**config.mk**
```make
export PLATFORM = sky130hd
export DESIGN_NAME = cic_d
export DESIGN_NICKNAME = d
export VERILOG_FILES = /design/src/rtl/cic_d_pkg.sv /design/src/rtl/cic_d_comb.sv /design/src/rtl/cic_d.sv
export SDC_FILE = /design/constraint.sdc
export NUM_CORES = 1
export LEC_CHECK = 0
export CAP_MARGIN = 20
export CORE_ASPECT_RATIO = 1.5
export CORE_UTILIZATION = 30
export DETAILED_ROUTE_END_ITERATION = 16
export GPL_TIMING_DRIVEN = 0
export PLACE_DENSITY = 0.51
export SETUP_SLACK_MARGIN = 0.02
export SYNTH_ARGS = -nofsm -noshare
export SYNTH_HDL_FRONTEND = slang
export SYNTH_HIERARCHICAL = 1
export SYNTH_SLANG_ARGS = --single-unit
```
**constraint.sdc**
```tcl
create_clock -name clk -period 2.3 [get_ports clk]
set_input_delay 0.46 -clock clk [delete_from_list [all_inputs] [get_ports clk]]
set_output_delay 0.46 -clock clk [all_outputs]
set_load 0.03 [all_outputs]
```
**src/rtl/cic_d_pkg.sv**
```systemverilog
// Shared helpers for the CIC decimator: bit-growth sizing and output normalization.
// The normalization function is used only when CIC_D_GAIN_NORM_EN is defined.
package cic_d_pkg;

    function automatic int cic_bg(input int rr, input int mm, input int gg);
        longint gain;
        int     bits;
        gain = 64'sd1;
        for (int i = 0; i < mm; i++) begin
            gain = gain * longint'(rr * gg);
        end
        bits = 0;
        while ((64'sd1 <<< bits) < gain) begin
            bits++;
        end
        return bits;
    endfunction

    function automatic int cic_ow(input int dw, input int rr, input int mm, input int gg);
        return dw + cic_bg(rr, mm, gg);
    endfunction

    // Arithmetic shift right by sh with round-half-up, then clamp to a w-bit signed range
    function automatic logic signed [63:0] cic_round_sat(input logic signed [63:0] x,
                                                         input int sh, input int w);
        logic signed [63:0] t;
        logic signed [63:0] hi;
        logic signed [63:0] lo;
        if (sh > 0) begin
            t = (x + (64'sd1 <<< (sh - 1))) >>> sh;
        end else begin
            t = x;
        end
        hi = (64'sd1 <<< (w - 1)) - 64'sd1;
        lo = -(64'sd1 <<< (w - 1));
        if (t > hi) begin
            return hi;
        end else if (t < lo) begin
            return lo;
        end else begin
            return t;
        end
    endfunction

endpackage

```
**src/rtl/cic_d_comb.sv**
```systemverilog
// One decimated comb stage: y <= x - x[n-g], advancing only when en is high.
module cic_d_comb
    import cic_d_pkg::*;
#(
    parameter int width = 16,
    parameter int g     = 1
) (
    input  logic             clk,
    input  logic             reset_n,
    input  logic             en,
    input  logic [width-1:0] x,
    output logic [width-1:0] y
);

    logic [g-1:0][width-1:0] dly_r;

    // Difference against the sample g decimated steps back; delay line shifts with en
    always_ff @(posedge clk or negedge reset_n) begin
        if (!reset_n) begin
            y     <= '0;
            dly_r <= '0;
        end else if (en) begin
            y        <= x - dly_r[g-1];
            dly_r[0] <= x;
            for (int i = 1; i < g; i++) begin
                dly_r[i] <= dly_r[i-1];
            end
        end
    end

endmodule

```
**src/rtl/cic_d.sv**
```systemverilog
// CIC decimator: m integrators at the input rate, m combs at 1/r of accepted inputs.
// Optional macro CIC_D_GAIN_NORM_EN rounds/saturates data_out back to dw bits.
module cic_d
    import cic_d_pkg::*;
#(
    parameter  int dw = 8,
    parameter  int r  = 4,
    parameter  int m  = 4,
    parameter  int g  = 1,
    localparam int bg = cic_bg(r, m, g),
    localparam int ow = cic_ow(dw, r, m, g),
`ifdef CIC_D_GAIN_NORM_EN
    localparam int outw = dw
`else
    localparam int outw = ow
`endif
) (
    input  logic            clk,
    input  logic            reset_n,
    input  logic            in_dv,
    input  logic [dw-1:0]   data_in,
    output logic [outw-1:0] data_out,
    output logic            out_dv
);

    localparam int cw = $clog2(r);

    logic [m-1:0][ow-1:0] integ_r;
    logic [ow-1:0]        din_ext_s;
    logic [cw-1:0]        phase_r;
    logic                 dec_q_r;
    logic                 out_dv_r;
    logic [m:0][ow-1:0]   comb_s;

    assign din_ext_s = {{bg{data_in[dw-1]}}, data_in};

    // Integrator pipeline, one register per stage, advancing only on accepted samples
    always_ff @(posedge clk or negedge reset_n) begin
        if (!reset_n) begin
            integ_r <= '0;
        end else if (in_dv) begin
            integ_r[0] <= integ_r[0] + din_ext_s;
            for (int k = 1; k < m; k++) begin
                integ_r[k] <= integ_r[k] + integ_r[k-1];
            end
        end
    end

    // Phase counter; dec_q_r pulses the cycle after every r-th accepted sample
    always_ff @(posedge clk or negedge reset_n) begin
        if (!reset_n) begin
            phase_r <= '0;
            dec_q_r <= 1'b0;
        end else if (in_dv) begin
            if (phase_r == cw'(r - 1)) begin
                phase_r <= '0;
                dec_q_r <= 1'b1;
            end else begin
                phase_r <= phase_r + cw'(1);
                dec_q_r <= 1'b0;
            end
        end else begin
            dec_q_r <= 1'b0;
        end
    end

    assign comb_s[0] = integ_r[m-1];

    for (genvar k = 0; k < m; k++) begin : g_comb
        cic_d_comb #(.width(ow), .g(g)) u_comb (
            .clk    (clk),
            .reset_n(reset_n),
            .en     (dec_q_r),
            .x      (comb_s[k]),
            .y      (comb_s[k+1])
        );
    end

    // Output strobe trails the comb update by one cycle
    always_ff @(posedge clk or negedge reset_n) begin
        if (!reset_n) begin
            out_dv_r <= 1'b0;
        end else begin
            out_dv_r <= dec_q_r;
        end
    end

    assign out_dv = out_dv_r;

`ifdef CIC_D_GAIN_NORM_EN
    logic signed [63:0] norm_s;

    // Remove the (r*g)^m gain straight off the last comb register
    always_comb begin
        norm_s = cic_round_sat(64'($signed(comb_s[m])), bg, dw);
    end

    assign data_out = norm_s[dw-1:0];
`else
    assign data_out = comb_s[m];
`endif

endmodule
```
==> results of run 1 <==
[worst max-delay path: stages, from the launching register on]
cell and delay, ns:
sky130_fd_sc_hd__dfrtp_1 0.44, sky130_fd_sc_hd__ha_2 0.43, sky130_fd_sc_hd__nand4_1 0.13, sky130_fd_sc_hd__a21oi_2 0.21, sky130_fd_sc_hd__o21bai_1 0.13, sky130_fd_sc_hd__a21oi_1 0.23
sky130_fd_sc_hd__mux2_2 0.36, sky130_fd_sc_hd__a221o_1 0.26
[metal layers]
layer  share of wire [%]  up-vias  wire length (µm)  GRT usage, %
met4                 2.8        0              1010          6.49
met3                 1.9       54               673          2.06
met5                   0        -                 0             0
met1                  40     5407             14100          16.6
li1                    -     5482                 -             -
met2                  55      131             19600          29.9
[Yosys cell counts, types with 12 or more instances]
| library cell | n |
|---|---|
| sky130_fd_sc_hd__nor3_1 | 14 |
| sky130_fd_sc_hd__xnor2_1 | 45 |
| sky130_fd_sc_hd__nand2b_1 | 16 |
| sky130_fd_sc_hd__ha_1 | 121 |
| sky130_fd_sc_hd__nand3_1 | 17 |
| sky130_fd_sc_hd__nand2_1 | 167 |
| sky130_fd_sc_hd__dfrtp_1 | 196 |
| sky130_fd_sc_hd__a21oi_1 | 88 |
| sky130_fd_sc_hd__inv_1 | 104 |
| sky130_fd_sc_hd__nor2_1 | 62 |
| sky130_fd_sc_hd__o21ai_0 | 98 |
| sky130_fd_sc_hd__a21o_1 | 57 |
| sky130_fd_sc_hd__o211ai_1 | 15 |
| sky130_fd_sc_hd__xor2_1 | 18 |
| sky130_fd_sc_hd__nand4_1 | 14 |
| sky130_fd_sc_hd__o21a_1 | 12 |
| sky130_fd_sc_hd__o31ai_2 | 15 |
| sky130_fd_sc_hd__clkbuf_1 | 35 |
| sky130_fd_sc_hd__a211oi_1 | 35 |
| sky130_fd_sc_hd__and3_1 | 12 |
| sky130_fd_sc_hd__nor2b_1 | 16 |
| sky130_fd_sc_hd__o21bai_1 | 17 |
| sky130_fd_sc_hd__mux2_2 | 70 |
[flip-flops by register name, summed over array words and instances, names as in the netlist]
signal	cells
g_comb.u_comb/dly_r	64
g_comb.u_comb/y	64
integ_r	48
comb_s	16
phase_r	2
dec_q_r	1
out_dv	1
[cells by family after synthesis]
kind of cell	share of synthesized area [%]
AO/OA/AOI/OAI	24.5
XOR/XNOR	3.97
multiplexers	5.82
AND/OR/NAND/NOR	13.1
adder cells (fa/ha/maj)	12.1
buffers and inverters	5.25
flip-flops	35.3
[how the worst max path moves through the flow]
| stage | startpoint | to | slack [ns] | cells after the start |
|---|---|---|---|---|
| after global routing | integ_r[8] | integ_r[13] | -0.08 | 7 |
| after global placement | reset_n | g_comb[0].u_comb/dly_r[12] | -8.01 | 1 |
| after floorplan | data_in[0] | integ_r[10] | 0.02 | 8 |
| final | integ_r[20] | integ_r[29] | -0.02 | 7 |
| after CTS | integ_r[6] | integ_r[13] | -0.005 | 8 |
| after detailed placement | data_in[7] | integ_r[13] | -0.94 | 9 |
[what timing repair did]
action	in CTS	in global routing
gates resized for setup	43	81
setup endpoints to repair	36	52
hold buffers	1	0
setup buffers	5	20
pin swaps	17	32
hold endpoints to repair	34	0
[area by class of cell]
class                      instances  area (µm²)
buffer                            55         334
clock buffer                      18         429
clock inverter                    14         144
fill                            4616       29500
inverter                         105         394
multi-input combinational       1105        8810
sequential                       196        4920
tap                              588         736
timing repair buffer              54         527
[metrics by stage]
stage	std cells	setup WS, ns
CTS	2116	-0.00478
floorplan	1463	0.0217
global placement	2077	-8.01
detailed placement	2079	-0.938
finish	2135	-0.0175
global route	2135	-0.0846
==> flow_summary.html, run 1 <==
<table>
<tr><th>Metric</th><th>Value</th></tr>
<tr><th colspan="2">Synthesis</th></tr>
<tr><td>Netlist Area Pre-Place</td><td>13900 µm²</td></tr>
<tr><td>Number of flops mapped to enable cells by yosys</td><td>0</td></tr>
<tr><td>Cell type contributing the most total cell area after synthesis</td><td>sky130_fd_sc_hd__dfrtp_1</td></tr>
<tr><td>Post-Syn Area per Cell</td><td>9.49 µm²</td></tr>
<tr><td>Proportion of synthesized flip-flops having asynchronous set or reset</td><td>100%</td></tr>
<tr><td>Net Count, Synth</td><td>1603</td></tr>
<tr><td>Leading cell types by total area after synthesis</td><td>sky130_fd_sc_hd__dfrtp_1 (35%), sky130_fd_sc_hd__ha_1 (11%), sky130_fd_sc_hd__mux2_2 (5.7%)</td></tr>
<tr><td>Portion of the post-synthesis area used by sequential elements</td><td>roughly a third</td></tr>
<tr><td>Post-synthesis cell count</td><td>1463</td></tr>
<tr><td>Synth Register Bits</td><td>roughly 200</td></tr>
<tr><td>Yosys synthesis warning count</td><td>6</td></tr>
<tr><td>Top FF cell, synth</td><td>sky130_fd_sc_hd__dfrtp_1</td></tr>
<tr><td>Area fraction of the dominant cell type after synthesis</td><td>35.3%</td></tr>
<tr><td>Count of unique library cells instantiated by Yosys</td><td>80</td></tr>
<tr><th colspan="2">Critical path</th></tr>
<tr><td>Worst endpoint data arrival time</td><td>approximately 2.7 ns</td></tr>
<tr><td>Max FO, Critical Path</td><td>6</td></tr>
<tr><td>Worst flop-to-flop path startpoint</td><td>integ_r[20]</td></tr>
<tr><td>Critical path data required time</td><td>2.63 ns</td></tr>
<tr><td>FF-to-FF setup slack</td><td>-0.02 ns</td></tr>
<tr><td>Type of element launching the critical path</td><td>flip-flop</td></tr>
<tr><td>Capturing element type of the critical path</td><td>flip-flop</td></tr>
<tr><td>R2R depth</td><td>7</td></tr>
<tr><td>Crit Path Category</td><td>flip-flop to flip-flop</td></tr>
<tr><td>R2r endpoint</td><td>integ_r[29]</td></tr>
<tr><th colspan="2">Cells and area</th></tr>
<tr><td>Finished Core Util</td><td>35.6%</td></tr>
<tr><td>Nets</td><td>1674</td></tr>
<tr><td>Antenna Cells</td><td>0</td></tr>
<tr><td>Commonest cells after routing, fill and taps aside</td><td>sky130_fd_sc_hd__dfrtp_1 (187), sky130_fd_sc_hd__nand2_1 (167), sky130_fd_sc_hd__inv_1 (104), sky130_fd_sc_hd__ha_1 (100), sky130_fd_sc_hd__o21ai_0 (85)</td></tr>
<tr><td>Final instance area</td><td>16300 µm²</td></tr>
<tr><td>Leading cell type in the layout, fill and taps excluded</td><td>sky130_fd_sc_hd__dfrtp_1</td></tr>
<tr><td>Layout cells sized above 1</td><td>18.8%</td></tr>
<tr><td>Area added between synthesis and finish</td><td>17.3%</td></tr>
<tr><th colspan="2">STA</th></tr>
<tr><td>Total negative slack</td><td>-0.0175 ns</td></tr>
<tr><td>Maximum clock frequency</td><td>432 MHz</td></tr>
<tr><td>Worst clock skew</td><td>about 0.015 ns</td></tr>
<tr><td>Worst hold slack</td><td>0.466 ns</td></tr>
<tr><td>Ratio of final minimum period to clock period</td><td>101%</td></tr>
<tr><td>Slew at the pin closest to its max-slew limit</td><td>0.802 ns</td></tr>
<tr><td>RSZ-0062 raised after global routing</td><td>true</td></tr>
<tr><td>Hold violation count in the final report</td><td>0</td></tr>
<tr><td>Minimum clock period</td><td>2.32 ns</td></tr>
<tr><td>Final Max Slew Viols</td><td>0</td></tr>
<tr><td>Worst Setup Slack, final</td><td>-0.0175 ns</td></tr>
<tr><td>Remaining max-slew budget at the tightest pin</td><td>46.6%</td></tr>
<tr><td># setup viols final</td><td>1</td></tr>
<tr><th colspan="2">GRT</th></tr>
<tr><td>Aggregate global routing overflow</td><td>0</td></tr>
<tr><td>Initial antenna violation count</td><td>0</td></tr>
<tr><td>Number of global-route vias before repair</td><td>about 11000</td></tr>
<tr><td>Total global routing track utilization</td><td>15.5%</td></tr>
<tr><td>Wire length of the first global-routing pass</td><td>between 50000 and 60000 µm</td></tr>
<tr><td>Pin count of the biggest net entering global routing</td><td>85</td></tr>
<tr><th colspan="2">Status</th></tr>
<tr><td>Status</td><td>finished with violations</td></tr>
<tr><td>Failing checks</td><td>setup timing</td></tr>
<tr><th colspan="2">Placement</th></tr>
<tr><td>Routability cong.</td><td>0.875</td></tr>
<tr><td>Area after DPL</td><td>15000 µm²</td></tr>
<tr><td>Detailed placement HPWL</td><td>27200 µm</td></tr>
<tr><td>Port buffer count</td><td>26</td></tr>
<tr><th colspan="2">Floorplanning</th></tr>
<tr><td>Placeable core region</td><td>45800 µm²</td></tr>
<tr><td>Die height</td><td>266 µm</td></tr>
<tr><td>I/O Pins</td><td>28</td></tr>
<tr><td>Total Die Area</td><td>47200 µm²</td></tr>
<tr><td>Initial core utilization</td><td>30.3%</td></tr>
<tr><td># rows</td><td>96</td></tr>
<tr><td>Die Span X</td><td>178 µm</td></tr>
<tr><th colspan="2">Routing</th></tr>
<tr><td>Drt first pass iters</td><td>5</td></tr>
<tr><td>Via Count</td><td>11074</td></tr>
<tr><td>Detailed Route WL</td><td>35400 µm</td></tr>
<tr><td>Post-detailed-route wirelength per cell</td><td>16.6 µm</td></tr>
<tr><td>Residual DRC count</td><td>0</td></tr>
<tr><td>Via-per-instance ratio</td><td>5.19</td></tr>
<tr><td>Antenna viol nets, final</td><td>0</td></tr>
<tr><td>Drt initial violations</td><td>492</td></tr>
<tr><th colspan="2">Hold path</th></tr>
<tr><td>Worst hold-check path type</td><td>input pin to async pin</td></tr>
<tr><th colspan="2">CTS</th></tr>
<tr><td>CTS root buf</td><td>sky130_fd_sc_hd__clkbuf_16</td></tr>
<tr><td>Clock insertion delay at the later pin of the skew report</td><td>0.45 ns</td></tr>
<tr><td>Clock tree from TritonCTS</td><td>yes</td></tr>
<tr><td>Maximum buffer depth of the clock tree</td><td>2</td></tr>
<tr><td>CTS Sinks</td><td>about 200</td></tr>
<tr><td>Htree depth</td><td>4</td></tr>
<tr><td>Clock edge transition at the registers on the reported setup and hold paths</td><td>0.08 ns</td></tr>
<tr><td>TritonCTS Buffers</td><td>17</td></tr>
<tr><th colspan="2">Job</th></tr>
<tr><td>Number of violations of the max-capacitance limit</td><td>0</td></tr>
</table>
Power of run 1 is left out: the tool's default activity adds up to more than one toggle a clock period on the data nets, which glitch-free logic cannot reach.
==> run 2, diff against run 1 <==
--- a/config.mk
+++ b/config.mk
@@ -11,6 +11,7 @@
 export DETAILED_ROUTE_END_ITERATION = 16
 export GPL_TIMING_DRIVEN = 0
 export PLACE_DENSITY = 0.51
+export RECOVER_POWER = 100
 export SETUP_SLACK_MARGIN = 0.02
 export SYNTH_ARGS = -nofsm -noshare
 export SYNTH_HDL_FRONTEND = slang
==> run 2 against run 1 <==
  * The run still ends with setup timing left
  * Clock skew is essentially flat
  * Die area stayed put
  * Non-clock buffer count did not move
  * Critical path depth did not move
==> flow_summary.html, run 2 (synthesis results as in run 1) <==
<table>
<tr><th>Metric</th><th>Value</th></tr>
<tr><th colspan="2">Status</th></tr>
<tr><td>Status</td><td>finished with violations</td></tr>
<tr><td>Failing checks</td><td>setup timing</td></tr>
<tr><th colspan="2">Routing</th></tr>
<tr><td>Antenna viol nets, final</td><td>0 (unchanged)</td></tr>
<tr><td>Via Count</td><td>11088 (+0.13%)</td></tr>
<tr><td>Drt initial violations</td><td>529 (+7.5%)</td></tr>
<tr><td>Post-detailed-route wirelength per cell</td><td>16.6 µm (about the same)</td></tr>
<tr><td>Via-per-instance ratio</td><td>5.19 (+0.13%)</td></tr>
<tr><td>Drt first pass iters</td><td>5 (unchanged)</td></tr>
<tr><td>Detailed Route WL</td><td>35400 µm (about the same)</td></tr>
<tr><td>Residual DRC count</td><td>0 (unchanged)</td></tr>
<tr><th colspan="2">CTS</th></tr>
<tr><td>Maximum buffer depth of the clock tree</td><td>2 (unchanged)</td></tr>
<tr><td>CTS root buf</td><td>sky130_fd_sc_hd__clkbuf_16</td></tr>
<tr><td>CTS Sinks</td><td>196 (unchanged)</td></tr>
<tr><td>Clock tree from TritonCTS</td><td>yes</td></tr>
<tr><td>TritonCTS Buffers</td><td>17 (unchanged)</td></tr>
<tr><td>Htree depth</td><td>4 (unchanged)</td></tr>
<tr><td>Clock edge transition at the registers on the reported setup and hold paths</td><td>0.08 ns (about the same)</td></tr>
<tr><td>Clock insertion delay at the later pin of the skew report</td><td>0.45 ns (about the same)</td></tr>
<tr><th colspan="2">Floorplanning</th></tr>
<tr><td>Die height</td><td>266 µm (unchanged)</td></tr>
<tr><td>I/O Pins</td><td>28 (unchanged)</td></tr>
<tr><td># rows</td><td>96 (unchanged)</td></tr>
<tr><td>Die Span X</td><td>178 µm (unchanged)</td></tr>
<tr><td>Placeable core region</td><td>45800 µm² (unchanged)</td></tr>
<tr><td>Initial core utilization</td><td>30.3% (unchanged)</td></tr>
<tr><td>Total Die Area</td><td>47200 µm² (unchanged)</td></tr>
<tr><th colspan="2">Placement</th></tr>
<tr><td>Port buffer count</td><td>26 (unchanged)</td></tr>
<tr><td>Detailed placement HPWL</td><td>27200 µm (unchanged)</td></tr>
<tr><td>Post-Place Worst Slack</td><td>-0.938 ns (unchanged)</td></tr>
<tr><td>Cell count after placement</td><td>2079 (unchanged)</td></tr>
<tr><td>Area after DPL</td><td>15000 µm² (unchanged)</td></tr>
<tr><td>Routability cong.</td><td>0.875 (unchanged)</td></tr>
<tr><th colspan="2">GRT</th></tr>
<tr><td>Number of global-route vias before repair</td><td>11224 (unchanged)</td></tr>
<tr><td>Aggregate global routing overflow</td><td>0 (unchanged)</td></tr>
<tr><td>Wire length of the first global-routing pass</td><td>58000 µm (unchanged)</td></tr>
<tr><td>Total global routing track utilization</td><td>15.5% (unchanged)</td></tr>
<tr><td>Pin count of the biggest net entering global routing</td><td>85 (unchanged)</td></tr>
<tr><td>Initial antenna violation count</td><td>0 (unchanged)</td></tr>
<tr><th colspan="2">STA</th></tr>
<tr><td>Maximum clock frequency</td><td>432 MHz (+0.12%)</td></tr>
<tr><td>RSZ-0062 raised after global routing</td><td>true</td></tr>
<tr><td>Total negative slack</td><td>-0.0147 ns (+0.00280 ns)</td></tr>
<tr><td>Worst clock skew</td><td>0.0150 ns (+0.0000310 ns)</td></tr>
<tr><td>Worst Setup Slack, final</td><td>-0.0147 ns (+0.00280 ns)</td></tr>
<tr><td>Slew at the pin closest to its max-slew limit</td><td>0.816 ns (+0.0141 ns)</td></tr>
<tr><td>Hold violation count in the final report</td><td>0 (unchanged)</td></tr>
<tr><td>Final Max Slew Viols</td><td>0 (unchanged)</td></tr>
<tr><td>Remaining max-slew budget at the tightest pin</td><td>45.6% (-0.94 points)</td></tr>
<tr><td>Minimum clock period</td><td>2.31 ns (-0.00280 ns)</td></tr>
<tr><td># setup viols final</td><td>1 (unchanged)</td></tr>
<tr><td>Ratio of final minimum period to clock period</td><td>101% (-0.12 points)</td></tr>
<tr><th colspan="2">Critical path</th></tr>
<tr><td>R2r endpoint</td><td>integ_r[29]</td></tr>
<tr><td>Crit Path Category</td><td>flip-flop to flip-flop</td></tr>
<tr><td>Worst endpoint data arrival time</td><td>2.65 ns (about the same)</td></tr>
<tr><td>Max FO, Critical Path</td><td>6 (unchanged)</td></tr>
<tr><td>R2R depth</td><td>7 (unchanged)</td></tr>
<tr><td>Capturing element type of the critical path</td><td>flip-flop</td></tr>
<tr><td>FF-to-FF setup slack</td><td>-0.01 ns (about the same)</td></tr>
<tr><td>Critical path data required time</td><td>2.63 ns (about the same)</td></tr>
<tr><td>Worst flop-to-flop path startpoint</td><td>integ_r[20]</td></tr>
<tr><td>Type of element launching the critical path</td><td>flip-flop</td></tr>
<tr><th colspan="2">Cells and area</th></tr>
<tr><td>Nets</td><td>1674 (unchanged)</td></tr>
<tr><td>Final cell count without fillers</td><td>2135 (unchanged)</td></tr>
<tr><td>Registers with the most flip-flops</td><td>g_comb.u_comb/dly_r x64, g_comb.u_comb/y x64, integ_r x48</td></tr>
<tr><td>Area added between synthesis and finish</td><td>17.0%</td></tr>
<tr><td>Leading cell type in the layout, fill and taps excluded</td><td>sky130_fd_sc_hd__dfrtp_1</td></tr>
<tr><td>Commonest cells after routing, fill and taps aside</td><td>sky130_fd_sc_hd__dfrtp_1 (187), sky130_fd_sc_hd__nand2_1 (167), sky130_fd_sc_hd__inv_1 (104), sky130_fd_sc_hd__ha_1 (100), sky130_fd_sc_hd__o21ai_0 (88)</td></tr>
<tr><td>Antenna Cells</td><td>0 (unchanged)</td></tr>
<tr><td>Final instance area</td><td>16200 µm² (-0.27%)</td></tr>
<tr><td>Layout cells sized above 1</td><td>18.3% (-0.52 points)</td></tr>
<tr><th colspan="2">Hold path</th></tr>
<tr><td>Worst hold-check path type</td><td>input pin to async pin</td></tr>
<tr><th colspan="2">Job</th></tr>
<tr><td>Number of violations of the max-capacitance limit</td><td>0 (unchanged)</td></tr>
</table>
-- run 2: metal layers --
metal  track usage, %  up-vias  part of all wire [%]  wire (µm)
li1                 -     5494                     -          -
met1             16.6     5407                    40      14100
met2             29.9      134                    56      19600
met3             2.06       53                   1.8        651
met4             6.49        0                   2.9       1010
met5                0        -                     0          0
-- run 2: final cells by class --
type / count / area (µm²)
clock inverter: 14 / 144
timing repair buffer: 54 / 510
tap: 588 / 736
fill: 4627 / 29500
inverter: 105 / 394
buffer: 55 / 332
sequential: 196 / 4920
multi-input combinational: 1105 / 8780
clock buffer: 18 / 429
-- run 2: how the worst max path moves through the flow --
| stage | from | endpoint | slack, ns | depth (start not counted) |
|---|---|---|---|---|
| finish | integ_r[20] | integ_r[29] | -0.01 | 7 |
| global route | g_comb[2].u_comb/y[0] | g_comb[3].u_comb/y[10] | -0.09 | 8 |
| CTS | integ_r[6] | integ_r[13] | -0.005 | 8 |
| detailed placement | data_in[7] | integ_r[13] | -0.94 | 9 |
| global placement | reset_n | g_comb[0].u_comb/dly_r[12] | -8.01 | 1 |
| floorplan | data_in[0] | integ_r[10] | 0.02 | 8 |
-- run 2: worst max-delay path, cell delays in order, from the launching register on --
cell and delay [ns]:
sky130_fd_sc_hd__dfrtp_1 0.44, sky130_fd_sc_hd__ha_2 0.43, sky130_fd_sc_hd__nand4_1 0.13, sky130_fd_sc_hd__a21oi_2 0.21, sky130_fd_sc_hd__o21bai_1 0.13, sky130_fd_sc_hd__a21oi_1 0.23, sky130_fd_sc_hd__mux2_2 0.36, sky130_fd_sc_hd__a221o_1 0.26
-- run 2: timing repair --
action,CTS,global route
hold buffers,1,0
buffers inserted,5,20
cloned,0,0
resized for setup,43,81
pin swaps,17,32
hold endpoints to repair,34,0
endpoints found under the setup margin,36,52
-- run 2: per-stage QoR --
stage / util (%) / hold WS, ns
detailed placement: 32.7 / 0.352
CTS: 34.4 / 0.448
finish: 35.5 / 0.466
global placement: 32.5 / 0.476
floorplan: - / 0.164
global route: 35.5 / 0.478
Power of run 2 is left out for the same reason.
==> run 3, diff against run 2 <==
--- a/config.mk
+++ b/config.mk
@@ -10,8 +10,10 @@
 export CORE_UTILIZATION = 30
 export DETAILED_ROUTE_END_ITERATION = 16
 export GPL_TIMING_DRIVEN = 0
+export MAX_ROUTING_LAYER = met4
 export PLACE_DENSITY = 0.51
 export RECOVER_POWER = 100
+export REMOVE_ABC_BUFFERS = 1
 export SETUP_SLACK_MARGIN = 0.02
 export SYNTH_ARGS = -nofsm -noshare
 export SYNTH_HDL_FRONTEND = slang
==> run 3 against run 2 <==
  * Clock skew fell by 0.0013 ns
  * The flow finishes with violations (capacitance limit, slew limit)
  * Critical path depth rose by 1
  * Highest routed layer unchanged
  * Setup slack improved by 0.043 ns
  * Die area did not move
  * Fmax rose by 1.9%
==> flow_summary.html, run 3 (synthesis results as in run 1) <==
<table>
<tr><th>Metric</th><th>Value</th></tr>
<tr><th colspan="2">GRT</th></tr>
<tr><td>Number of global-route vias before repair</td><td>11180 (-0.39%)</td></tr>
<tr><td>Pin count of the biggest net entering global routing</td><td>107 (+26%)</td></tr>
<tr><td>Aggregate global routing overflow</td><td>0 (unchanged)</td></tr>
<tr><td>Wire length of the first global-routing pass</td><td>56500 µm (-2.5%)</td></tr>
<tr><td>Total global routing track utilization</td><td>15.7% (+0.20 points)</td></tr>
<tr><td>Initial antenna violation count</td><td>0 (unchanged)</td></tr>
<tr><th colspan="2">CTS</th></tr>
<tr><td>Maximum buffer depth of the clock tree</td><td>2 (unchanged)</td></tr>
<tr><td>Clock edge transition at the registers on the reported setup and hold paths</td><td>0.08 ns (about the same)</td></tr>
<tr><td>Htree depth</td><td>4 (unchanged)</td></tr>
<tr><td>TritonCTS Buffers</td><td>17 (unchanged)</td></tr>
<tr><td>CTS root buf</td><td>sky130_fd_sc_hd__clkbuf_16</td></tr>
<tr><td>Clock insertion delay at the later pin of the skew report</td><td>0.46 ns (about the same)</td></tr>
<tr><td>CTS Sinks</td><td>196 (unchanged)</td></tr>
<tr><td>Clock tree from TritonCTS</td><td>yes</td></tr>
<tr><th colspan="2">Critical path</th></tr>
<tr><td>Critical path data required time</td><td>2.64 ns (about the same)</td></tr>
<tr><td>Capturing element type of the critical path</td><td>flip-flop</td></tr>
<tr><td>Crit Path Category</td><td>flip-flop to flip-flop</td></tr>
<tr><td>Cell-by-cell listing of the critical path</td><td>ha_2 -&gt; fa_2 -&gt; a21o_1 -&gt; a31oi_4 -&gt; o21ai_4 -&gt; a311oi_2 -&gt; xnor2_1 -&gt; mux2_2</td></tr>
<tr><td>Highest-delay cell along the critical path</td><td>sky130_fd_sc_hd__dfrtp_2</td></tr>
<tr><td>Max FO, Critical Path</td><td>4 (-2)</td></tr>
<tr><td>Worst endpoint data arrival time</td><td>2.62 ns (-0.03 ns)</td></tr>
<tr><td>Cell type group with the largest total delay on the critical path</td><td>compound AO/OA/AOI/OAI gates</td></tr>
<tr><td>Slowest Stage Delay on Critical Path</td><td>0.44 ns (about the same)</td></tr>
<tr><td>Type of element launching the critical path</td><td>flip-flop</td></tr>
<tr><td>Number of buffers and inverters on the critical path</td><td>0 (unchanged)</td></tr>
<tr><th colspan="2">Routing</th></tr>
<tr><td>Antenna viol nets, final</td><td>0 (unchanged)</td></tr>
<tr><td>Residual DRC count</td><td>0 (unchanged)</td></tr>
<tr><td>Detailed Route WL</td><td>34900 µm (-1.3%)</td></tr>
<tr><td>Via-per-instance ratio</td><td>5.21 (+0.24%)</td></tr>
<tr><td>Post-detailed-route wirelength per cell</td><td>16.7 µm (+0.94%)</td></tr>
<tr><td>Via Count</td><td>10870 (-2.0%)</td></tr>
<tr><td>Drt first pass iters</td><td>5 (unchanged)</td></tr>
<tr><td>Drt initial violations</td><td>447 (-16%)</td></tr>
<tr><th colspan="2">Cells and area</th></tr>
<tr><td>Area added between synthesis and finish</td><td>16.7%</td></tr>
<tr><td>Commonest cells after routing, fill and taps aside</td><td>sky130_fd_sc_hd__dfrtp_1 (181), sky130_fd_sc_hd__nand2_1 (167), sky130_fd_sc_hd__inv_1 (101), sky130_fd_sc_hd__ha_1 (96), sky130_fd_sc_hd__o21ai_0 (85)</td></tr>
<tr><td>Registers with the most flip-flops</td><td>g_comb.u_comb/dly_r x64, g_comb.u_comb/y x64, integ_r x48</td></tr>
<tr><td>Nets</td><td>1627 (-2.8%)</td></tr>
<tr><td>Final cell count without fillers</td><td>2088 (-2.2%)</td></tr>
<tr><td>Antenna Cells</td><td>0 (unchanged)</td></tr>
<tr><td>Leading cell type in the layout, fill and taps excluded</td><td>sky130_fd_sc_hd__dfrtp_1</td></tr>
<tr><td>Layout cells sized above 1</td><td>19.9% (+1.6 points)</td></tr>
<tr><th colspan="2">Status</th></tr>
<tr><td>Status</td><td>finished with violations</td></tr>
<tr><td>Failing checks</td><td>capacitance limit, slew limit</td></tr>
<tr><th colspan="2">STA</th></tr>
<tr><td>Minimum clock period</td><td>2.27 ns (-0.0433 ns)</td></tr>
<tr><td>Remaining max-slew budget at the tightest pin</td><td>-3.50% (-49 points)</td></tr>
<tr><td>RSZ-0062 raised after global routing</td><td>true</td></tr>
<tr><td>Hold violation count in the final report</td><td>0 (unchanged)</td></tr>
<tr><td># setup viols final</td><td>0 (-1)</td></tr>
<tr><td>Ratio of final minimum period to clock period</td><td>98.8% (-1.9 points)</td></tr>
<tr><td>Maximum clock frequency</td><td>440 MHz (+1.9%)</td></tr>
<tr><td>Final Max Slew Viols</td><td>106 (+106)</td></tr>
<tr><td>Slew at the pin closest to its max-slew limit</td><td>1.55 ns (+0.737 ns)</td></tr>
<tr><td>Worst clock skew</td><td>0.0137 ns (-0.00133 ns)</td></tr>
<tr><th colspan="2">Floorplanning</th></tr>
<tr><td>Total Die Area</td><td>47200 µm² (unchanged)</td></tr>
<tr><td>I/O Pins</td><td>28 (unchanged)</td></tr>
<tr><td>Die Span X</td><td>178 µm (unchanged)</td></tr>
<tr><td>Die height</td><td>266 µm (unchanged)</td></tr>
<tr><td>Placeable core region</td><td>45800 µm² (unchanged)</td></tr>
<tr><td>Initial core utilization</td><td>30.3% (unchanged)</td></tr>
<tr><td># rows</td><td>96 (unchanged)</td></tr>
<tr><th colspan="2">Placement</th></tr>
<tr><td>Port buffer count</td><td>27 (+3.8%)</td></tr>
<tr><td>Cell count after placement</td><td>2025 (-2.6%)</td></tr>
<tr><td>Detailed placement HPWL</td><td>24200 µm (-11%)</td></tr>
<tr><td>Routability cong.</td><td>0.939 (+7.3%)</td></tr>
<tr><th colspan="2">Hold path</th></tr>
<tr><td>Worst hold-check path type</td><td>input pin to async pin</td></tr>
<tr><th colspan="2">Job</th></tr>
<tr><td>Number of violations of the max-capacitance limit</td><td>1 (+1)</td></tr>
</table>
run 3: cell types whose count changed in the layout (fill, tap and decap cells not counted), moves of 4 or more:
cell | previous run | this run
sky130_fd_sc_hd__clkbuf_1 | 34 | 1
sky130_fd_sc_hd__dlygate4sd3_1 | 18 | 0
sky130_fd_sc_hd__clkdlybuf4s50_1 | 7 | 24
sky130_fd_sc_hd__buf_6 | 13 | 0
sky130_fd_sc_hd__dfrtp_1 | 187 | 181
sky130_fd_sc_hd__ha_4 | 11 | 17
sky130_fd_sc_hd__a21oi_1 | 79 | 74
sky130_fd_sc_hd__clkinvlp_4 | 2 | 7
sky130_fd_sc_hd__dfrtp_2 | 9 | 14
sky130_fd_sc_hd__buf_4 | 23 | 27
sky130_fd_sc_hd__clkbuf_2 | 5 | 1
sky130_fd_sc_hd__ha_1 | 100 | 96
run 3: path summary, 6_finish.rpt:
path	slack, ns	to	from	cells past startpoint
max reg2reg	0.03	integ_r[28]	integ_r[16]	8
min in group clk	0.43	dec_q_r	in_dv	2
min reg2reg	0.48	g_comb[3].u_comb/y[6]	g_comb[3].u_comb/y[6]	2
max	0.03	integ_r[28]	integ_r[16]	8
max in group asynchronous	0.71	dec_q_r	reset_n	1
min	0.40	g_comb[3].u_comb/dly_r[1]	reset_n	1
run 3: worst register-to-register path, cell delays in order (launching register included):
cell                       delay [ns]
sky130_fd_sc_hd__dfrtp_2         0.44
sky130_fd_sc_hd__ha_2            0.20
sky130_fd_sc_hd__fa_2            0.35
sky130_fd_sc_hd__a21o_1          0.22
sky130_fd_sc_hd__a31oi_4         0.21
sky130_fd_sc_hd__o21ai_4         0.13
sky130_fd_sc_hd__a311oi_2        0.28
sky130_fd_sc_hd__xnor2_1         0.08
sky130_fd_sc_hd__mux2_2          0.26
run 3: metal layers:
metal	GRT usage, %	vias up	share of wire, %
li1	-	5401	-
met2	30.4	136	58
met5	-	-	0
met4	8.32	0	3.9
met3	1.83	71	1.4
met1	14.9	5262	37
run 3: per-stage QoR:
step           area (µm²)  worst slack, ns  TNS [ns]  utilization (%)  hold WS, ns
3_3_place_gp        14600            -8.22  -2163.88             31.8        0.473
5_1_grt             16200          -0.0797    -0.223             35.4        0.422
2_1_floorplan       13600            -2.33   -163.46                -        0.164
3_5_place_dp        14700           -0.969    -10.45             32.1        0.470
6_report            16200           0.0286         0             35.4        0.397
4_1_cts             15700         -0.00318  -0.00318             34.3       0.0914
run 3: final cells by class:
cell class / instances / area (µm²)
well taps: 588 / 736
clock buffers: 18 / 439
flip-flops and latches: 196 / 4930
inverters: 105 / 405
repair inverters: 3 / 20.0
fillers: 4601 / 29600
repair buffers: 59 / 574
clock inverters: 14 / 168
multi-input cells: 1105 / 8930
run 3: timing repair:
item | in CTS | in global routing
endpoints found under the setup margin | 49 | 60
gates resized for setup | 68 | 85
pin swaps | 15 | 32
hold buffers | 0 | 0
gates cloned | 3 | 1
setup buffers | 11 | 16
Power of run 3 is left out for the same reason.
